### config.mk
export PLATFORM = sky130hd
export DESIGN_NAME = sipo8
export DESIGN_NICKNAME = d
export VERILOG_FILES = /design/src/rtl/sipo8.sv
export SDC_FILE = /design/constraint.sdc
export NUM_CORES = 1
export LEC_CHECK = 0
export BUFFER_PORTS_ARGS = -buffer_cell sky130_fd_sc_hd__buf_2
export CAP_MARGIN = 20
export CORE_ASPECT_RATIO = 0.9
export CORE_MARGIN = 2
export CORE_UTILIZATION = 35
export DETAILED_ROUTE_END_ITERATION = 7
export GPL_ROUTABILITY_DRIVEN = 0
export GPL_TIMING_DRIVEN = 0
export SETUP_SLACK_MARGIN = 0.02
export SKIP_CTS_REPAIR_TIMING = 1
export SKIP_LAST_GASP = 1
export SLEW_MARGIN = 10
export SYNTH_ARGS = -nofsm -noshare
export SYNTH_HDL_FRONTEND = slang
export SYNTH_SLANG_ARGS = --single-unit
### constraint.sdc
create_clock -name CLK -period 2.3 [get_ports CLK]
set_input_delay 0.115 -clock CLK [delete_from_list [all_inputs] [get_ports CLK]]
set_output_delay 0.115 -clock CLK [all_outputs]
set_load 0.01 [all_outputs]
### src/rtl/sipo8.sv
// sipo8: serial-to-parallel receiver for 8-bit frames.
//
// Collects one bit per accepted cycle from IN0 and presents each completed
// frame on OUT0..OUT7. A separate holding register with a valid/ready
// handshake lets the next frame shift in while the previous word waits.
//
// Parameters:
//   MSB_FIRST  0: first received bit lands on OUT0; 1: first bit lands on OUT7.
//
// Ports:
//   CLK        clock, rising edge active
//   RST        asynchronous active-high reset
//   IN0        serial data bit
//   IN_VALID   IN0 is sampled this cycle
//   START      (with IN_VALID) IN0 is bit 0 of a new frame
//   OUT_READY  consumer accepts the held word
//   OUT0..OUT7 held parallel word
//   OUT_VALID  held word is valid
//   ZERO       held word is all zeros
//   BUSY       a frame is partially received
//   OVERRUN    one-cycle pulse: a completed frame was dropped
module sipo8 #(
  parameter bit MSB_FIRST = 1'b0
) (
  input  logic CLK,
  input  logic RST,
  input  logic IN0,
  input  logic IN_VALID,
  input  logic START,
  input  logic OUT_READY,
  output logic OUT0,
  output logic OUT1,
  output logic OUT2,
  output logic OUT3,
  output logic OUT4,
  output logic OUT5,
  output logic OUT6,
  output logic OUT7,
  output logic OUT_VALID,
  output logic ZERO,
  output logic BUSY,
  output logic OVERRUN
);

  typedef enum logic [0:0] {StIdle, StShift} state_e;

  state_e      state_q, state_d;
  logic [2:0]  cnt_q, cnt_d;
  logic [7:0]  shreg_q, shreg_d;
  logic [7:0]  word_q, word_d;
  logic        valid_q, valid_d;
  logic        zero_q, zero_d;
  logic        overrun_q, overrun_d;

  logic        accept;
  logic        complete;
  logic [2:0]  bit_idx;
  logic [2:0]  bit_pos;

  // START restarts a frame in any state; plain bits only count inside a frame.
  assign accept   = IN_VALID & (START | (state_q == StShift));
  assign complete = accept & ~START & (state_q == StShift) & (cnt_q == 3'd7);
  assign bit_idx  = START ? 3'd0 : cnt_q;
  assign bit_pos  = MSB_FIRST ? (3'd7 - bit_idx) : bit_idx;

  // Framing FSM, bit counter and shift register.
  always_comb begin
    state_d = state_q;
    cnt_d   = cnt_q;
    shreg_d = shreg_q;
    if (accept) begin
      // A restart discards the partial frame silently.
      if (START) begin
        shreg_d = 8'h00;
      end
      shreg_d[bit_pos] = IN0;
      if (complete) begin
        state_d = StIdle;
        cnt_d   = 3'd0;
      end else begin
        state_d = StShift;
        cnt_d   = bit_idx + 3'd1;
      end
    end
  end

  // Output holding register and handshake.
  always_comb begin
    word_d    = word_q;
    valid_d   = valid_q;
    zero_d    = zero_q;
    overrun_d = 1'b0;
    if (complete) begin
      if (!valid_q || OUT_READY) begin
        // shreg_d already includes the completing bit.
        word_d  = shreg_d;
        valid_d = 1'b1;
        zero_d  = ~|shreg_d;
      end else begin
        overrun_d = 1'b1;
      end
    end else if (valid_q && OUT_READY) begin
      valid_d = 1'b0;
    end
  end

  always_ff @(posedge CLK or posedge RST) begin
    if (RST) begin
      state_q   <= StIdle;
      cnt_q     <= 3'd0;
      shreg_q   <= 8'h00;
      word_q    <= 8'h00;
      valid_q   <= 1'b0;
      zero_q    <= 1'b1;
      overrun_q <= 1'b0;
    end else begin
      state_q   <= state_d;
      cnt_q     <= cnt_d;
      shreg_q   <= shreg_d;
      word_q    <= word_d;
      valid_q   <= valid_d;
      zero_q    <= zero_d;
      overrun_q <= overrun_d;
    end
  end

  assign OUT0      = word_q[0];
  assign OUT1      = word_q[1];
  assign OUT2      = word_q[2];
  assign OUT3      = word_q[3];
  assign OUT4      = word_q[4];
  assign OUT5      = word_q[5];
  assign OUT6      = word_q[6];
  assign OUT7      = word_q[7];
  assign OUT_VALID = valid_q;
  assign ZERO      = zero_q;
  assign BUSY      = (state_q == StShift);
  assign OVERRUN   = overrun_q;

endmodule
==> impl_metrics.tcl, run 1 <==
set metrics [dict create \
    clock_latency_ns 0.33 \
    period_needed_ns 1.89 \
    whs_ns -0.0565 \
    viasPerCell 5.16 \
    cap_violations 0 \
    die_w_um 61.9 \
    setup_viol 0 \
    dr.first_iter.drc_count 54 \
    cts_buffer_depth 2 \
    synth_edf_count 0 \
    fin_area_um2 1220 \
    antenna_found_initial 0 \
    rows 18 \
    syn2layout_area_growth_pct 15.4 \
    r2r_start "cnt_q[2]" \
    grt.overflow.total 0 \
    synthArstFlopShare_pct 100 \
    rsz0062_at_grt "false" \
    synth_area_leaders "dfrtp_1 (52%), nor2_1 (9.6%), o21ai_0 (5.2%), nand2_1 (2.8%), o2bb2ai_2 (2.8%)" \
    ir_drop_mv 0.467 \
    dp_hpwl_um 1690 \
    synth_area_per_cell_um2 9.61 \
    finalHoldViolations 22 \
    endpoint "ZERO" \
    die_y_um 56.1 \
    worstPathMaxFanout 10 \
    num_antenna_cells 0 \
    status "complete, but fails checks" \
    synth.largest_area_cell "dfrtp_1" \
    dr.pass1.iters 4 \
    yosys_most_used_dff "dfrtp_1" \
    num-fill-cells 287 \
    yosysWarnings 0 \
    cp.arrival_ns 2.16 \
    track_usage_pct 15.6 \
    cp-startpoint "cnt_q[2]" \
    yosysTopAreaCellShare_pct 52.1 \
    post-route-drc-count 0 \
    reg2reg_depth 6 \
    syn-num-nets 116 \
    synth_seq_cells 23 \
    cp-end-kind "flop" \
    required_ns 2.58 \
    htreeDepth 1 \
    wl_per_cell_um 13.7 \
    portBuffers 17 \
    r2r_end "ZERO" \
    cp-start-kind "flop" \
    crit_type "flop to flop" \
    leakage_nw 0.577 \
    hold_class "input pin to asynchronous set/reset pin" \
    final.setup_skew_ns 0.00806 \
    layout_common_cells "nor2_1 (27), dfrtp_1 (22), buf_2 (17)" \
    drive_above_1_share_pct 21.4 \
    syn_inst 110 \
    yosysSeqAreaShare_pct 54.6 \
    vias 882 \
    cts_tree "done" \
    tightest_slew_ns 0.866 \
    start_util_pct 37.6 \
    wirelength_um 2350 \
    ant_nets 0 \
    fin_crit_sh_pct 82.0 \
    synth_area_um2 1060 \
    yosys.cell_types.count 32 \
    layout_commonest_cell "nor2_1" \
    first_global_vias 869 \
    root_buffer "clkbuf_4" \
    violations "hold timing" \
    cts_buffers 3 \
    clk_pin_slew_ns 0.14 \
    clock-sinks 23 \
    design.core.area_um2 2820 \
    drv_slew 0 \
    setup-tns-final_ns 0 \
    ioPinCount 18 \
    max_freq_ghz 0.530 \
    nets 138 \
    relSlewSlack_pct 42.2 \
    grt_pass1_wl_um 4110 \
    dieArea_um2 3480 \
    placed_cell_area_um2 1190 \
    grt_max_degree 24 \
    rrSetupSlack_ns 0.41 \
    p_per_area_nw_per_um2 887 \
]
where the power goes:
group | switching [mW] | total (mW) | leakage (nW) | internal (mW)
combinational | 0.185 | 0.326 | 0.262 | 0.140
sequential | 0.0520 | 0.557 | 0.297 | 0.505
clock | 0.134 | 0.199 | 0.0177 | 0.0653
total | 0.371 | 1.08 | 0.577 | 0.711
registers in the layout (all words and copies together) (netlist names):
register,cells
shreg_q,8
word_q,8
cnt_q,3
BUSY,1
OUT_VALID,1
OVERRUN,1
ZERO,1
layout make-up:
type / instances / area (µm²) / share of cell area, %
buffer: 5 / 22.5 / 1.85
clock buffer: 3 / 22.5 / 1.85
clock inverter: 1 / 5.00 / 0.410
inverter: 2 / 7.51 / 0.615
multi-input combinational: 80 / 450 / 36.9
sequential: 23 / 577 / 47.3
tap: 40 / 50.0 / 4.10
timing repair buffer: 17 / 85.1 / 6.97
per-stage QoR:
| step | setup slack (ns) | util [%] | total power [mW] | cells |
|---|---|---|---|---|
| after floorplan | 0.633 | - | 0.766 | 110 |
| after global placement | 0.474 | 42.4 | 0.883 | 167 |
| after detailed placement | 0.481 | 42.4 | 0.894 | 167 |
| after CTS | 0.427 | 43.3 | 1.09 | 171 |
| after global routing | 0.193 | 43.3 | 1.16 | 171 |
| final | 0.415 | 43.3 | 1.08 | 171 |
critical path, stage by stage (launching register included):
cell and delay [ns]:
dfrtp_1 0.38, clkbuf_1 0.31, nor3_1 0.10, o21ai_0 0.20, mux2_2 0.40, nor4_1 0.24
a32o_1 0.21
synthesized netlist by cell type, types with 2 or more instances:
master	n
inv_1	2
o21a_1	2
nand2_1	8
and3b_1	2
nor3_1	4
nor2b_1	2
o2bb2ai_2	2
nor2_1	27
o21ai_0	11
nand2b_1	3
nand3_1	2
clkbuf_1	4
dfrtp_1	22
worst min path at each step:
stage / from / to / slack, ns / depth (start not counted)
finish: RST / shreg_q[1] / -0.06 / 2
global route: RST / word_q[1] / 0.04 / 2
CTS: RST / shreg_q[1] / -0.006 / 2
detailed placement: RST / OVERRUN / 0.35 / 2
global placement: RST / OVERRUN / 0.32 / 2
floorplan: RST / BUSY / 0.12 / 1
layer usage:
layer  routed length [µm]  GRT usage, %
met1                 1200          22.7
met2                 1020          23.2
met3                  110          3.49
met4                   24          3.65
met5                    0             0
cell families after synthesis:
kind of cell | after synthesis | share of synthesized area [%]
AOI/OAI and AO/OA | 23 | 15.5
buffers and inverters | 7 | 2.84
DFF | 23 | 54.6
muxes | 1 | 1.07
and+or+nand+nor | 56 | 26.0
No activity file was read; power rests on OpenSTA's default activity.
==> run 2, diff against run 1 <==
==> constraint.sdc (replaced) <==
create_clock -name CLK -period 1.55 [get_ports CLK]
set_input_delay 0.0775 -clock CLK [delete_from_list [all_inputs] [get_ports CLK]]
set_output_delay 0.0775 -clock CLK [all_outputs]
set_load 0.01 [all_outputs]
==> run 2 against run 1 <==
  * The run ends with setup timing left
  * Setup slack lost 0.63 ns
  * Die area is the same
  * Register-to-register slack got worse by 0.63 ns
  * Critical path type unchanged
==> impl_metrics.tcl, run 2 (synthesis results as in run 1) <==
set metrics [dict create \
    setup-tns-final_ns -0.340 \
    grt_pass1_wl_um 3650 \
    worst_path_max_delay_cell "or4b_4" \
    dieArea_um2 3480 \
    p_per_area_nw_per_um2 1210 \
    wl_per_cell_um 13.5 \
    tightest_slew_ns 0.849 \
    dp_hpwl_um 1590 \
    root_buffer "clkbuf_4" \
    placed_cell_area_um2 1210 \
    leakage_nw 0.629 \
    crit_type "flop to flop" \
    first_global_vias 773 \
    drive_above_1_share_pct 32.6 \
    fin_crit_sh_pct 114 \
    finalHoldViolations 0 \
    clockPowerShare_pct 16.5 \
    worst-path-buf-inv 1 \
    die_w_um 61.9 \
    reg2reg_depth 5 \
    worstPathMaxFanout 3 \
    required_ns 1.79 \
    rsz0062_at_grt "true" \
    design.core.area_um2 2820 \
    whs_ns 0.0695 \
    violations "setup timing" \
    post-route-drc-count 0 \
    multiInputGateArea_um2 529 \
    vias 915 \
    period_needed_ns 1.77 \
    clk_pin_slew_ns 0.12 \
    crit_cells 5 \
    layout_common_cells "nor2_1 (27), dfrtp_1 (21), buf_2 (18)" \
    fin_area_um2 1370 \
    p_sw_share_pct 33.4 \
    nets 145 \
    ioPinCount 18 \
    seq_area_um2 578 \
    dr.first_iter.drc_count 31 \
    holdPathStages 3 \
    num-fill-cells 267 \
    ant_nets 0 \
    drv_slew 0 \
    track_usage_pct 13.8 \
    cts_buffers 3 \
    p_int_mw 1.10 \
    cp_cell_sequence "buf_4 > or4b_4 > o21ai_4 > nor4_2 > a32o_1" \
    rows 18 \
    fin_ws_ns -0.217 \
    grt_max_degree 24 \
    num_antenna_cells 0 \
    dr.pass1.iters 4 \
    antenna_found_initial 0 \
    wirelength_um 2410 \
    cp.arrival_ns 2.01 \
    die_y_um 56.1 \
    ir_drop_mv 0.593 \
    max_freq_ghz 0.566 \
    p_comb_share_pct 33.3 \
    final.setup_skew_ns 0.00900 \
    clock-sinks 23 \
    slowest_delay_ns 0.58 \
    htreeDepth 1 \
    grt.overflow.total 0 \
    cap_violations 0 \
    clock_latency_ns 0.31 \
    cts_tree "done" \
    viasPerCell 5.14 \
    syn2layout_area_growth_pct 29.2 \
    portBuffers 17 \
    layout_commonest_cell "nor2_1" \
    relSlewSlack_pct 43.3 \
    p_total_mw 1.65 \
    cp-start-kind "flop" \
    cts_buffer_depth 2 \
    p_seq_share_pct 50.2 \
    status "complete, but fails checks" \
    hold_class "input pin to flop" \
    p_sw_uw 551 \
    start_util_pct 37.6 \
    reg_top3 "shreg_q x8, word_q x8, cnt_q x3" \
    cp-end-kind "flop" \
    cpLargestDelayFamily "simple AND/OR/NAND/NOR gates" \
    setup_viol 3 \
]
## run 2: changes by cell type in the layout (fill, tap and decap cells not counted), moves of 2 or more
cell,previous run,this run
buf_4,1,6
clkbuf_1,4,2
clkbuf_4,3,5
o21ai_0,11,8
o21ai_1,0,3
o2bb2ai_4,0,2
## run 2: metrics by stage
| step | setup WS (ns) | cells | utilization [%] |
|---|---|---|---|
| floorplan | -0.0234 | 110 | - |
| global placement | -0.249 | 167 | 42.9 |
| detailed placement | -0.264 | 167 | 42.9 |
| CTS | -0.298 | 171 | 43.8 |
| global route | -0.265 | 178 | 48.5 |
| finish | -0.217 | 178 | 48.5 |
## run 2: final timing paths
path                       startpoint   endpoint  slack [ns]
max                          cnt_q[0]       ZERO       -0.22
min                         OUT_READY    OVERRUN        0.07
max reg2reg                  cnt_q[0]       ZERO       -0.22
min reg2reg                 word_q[3]  word_q[3]        0.52
max in group asynchronous         RST       BUSY        0.51
min in group asynchronous         RST  word_q[1]        0.46
## run 2: layer usage
| metal | GRT usage (%) | vias to the layer above | wire length (µm) |
|---|---|---|---|
| met3 | 4.88 | 0 | 134 |
| met5 | 0 | - | 0 |
| met4 | 0.912 | 0 | 0 |
| met2 | 18.8 | 31 | 1120 |
| li1 | - | 440 | - |
| met1 | 21.8 | 444 | 1160 |
## run 2: layout make-up
cell class / count / area share [%]
Timing Repair Buffer: 24 / 10.3
Inverter: 2 / 0.549
Buffer: 5 / 2.56
Multi-Input combinational cell: 80 / 38.7
Sequential cell: 23 / 42.3
Clock buffer: 4 / 1.92
Tap cell: 40 / 3.66
## run 2: power by group through the flow
| stage | Sequential [mW] | Clock, mW | Combinational, mW |
|---|---|---|---|
| 6_report | 0.827 | 0.271 | 0.550 |
| 5_1_grt | 0.846 | 0.305 | 0.608 |
| 4_1_cts | 0.827 | 0.283 | 0.489 |
| 3_5_place_dp | 0.835 | 0 | 0.488 |
| 3_3_place_gp | 0.831 | 0 | 0.487 |
| 2_1_floorplan | 0.889 | 0 | 0.251 |
## run 2: worst min-delay path: stages
cell      delay (ns)
buf_2           0.07
nand2b_1        0.15
nor2_1          0.06
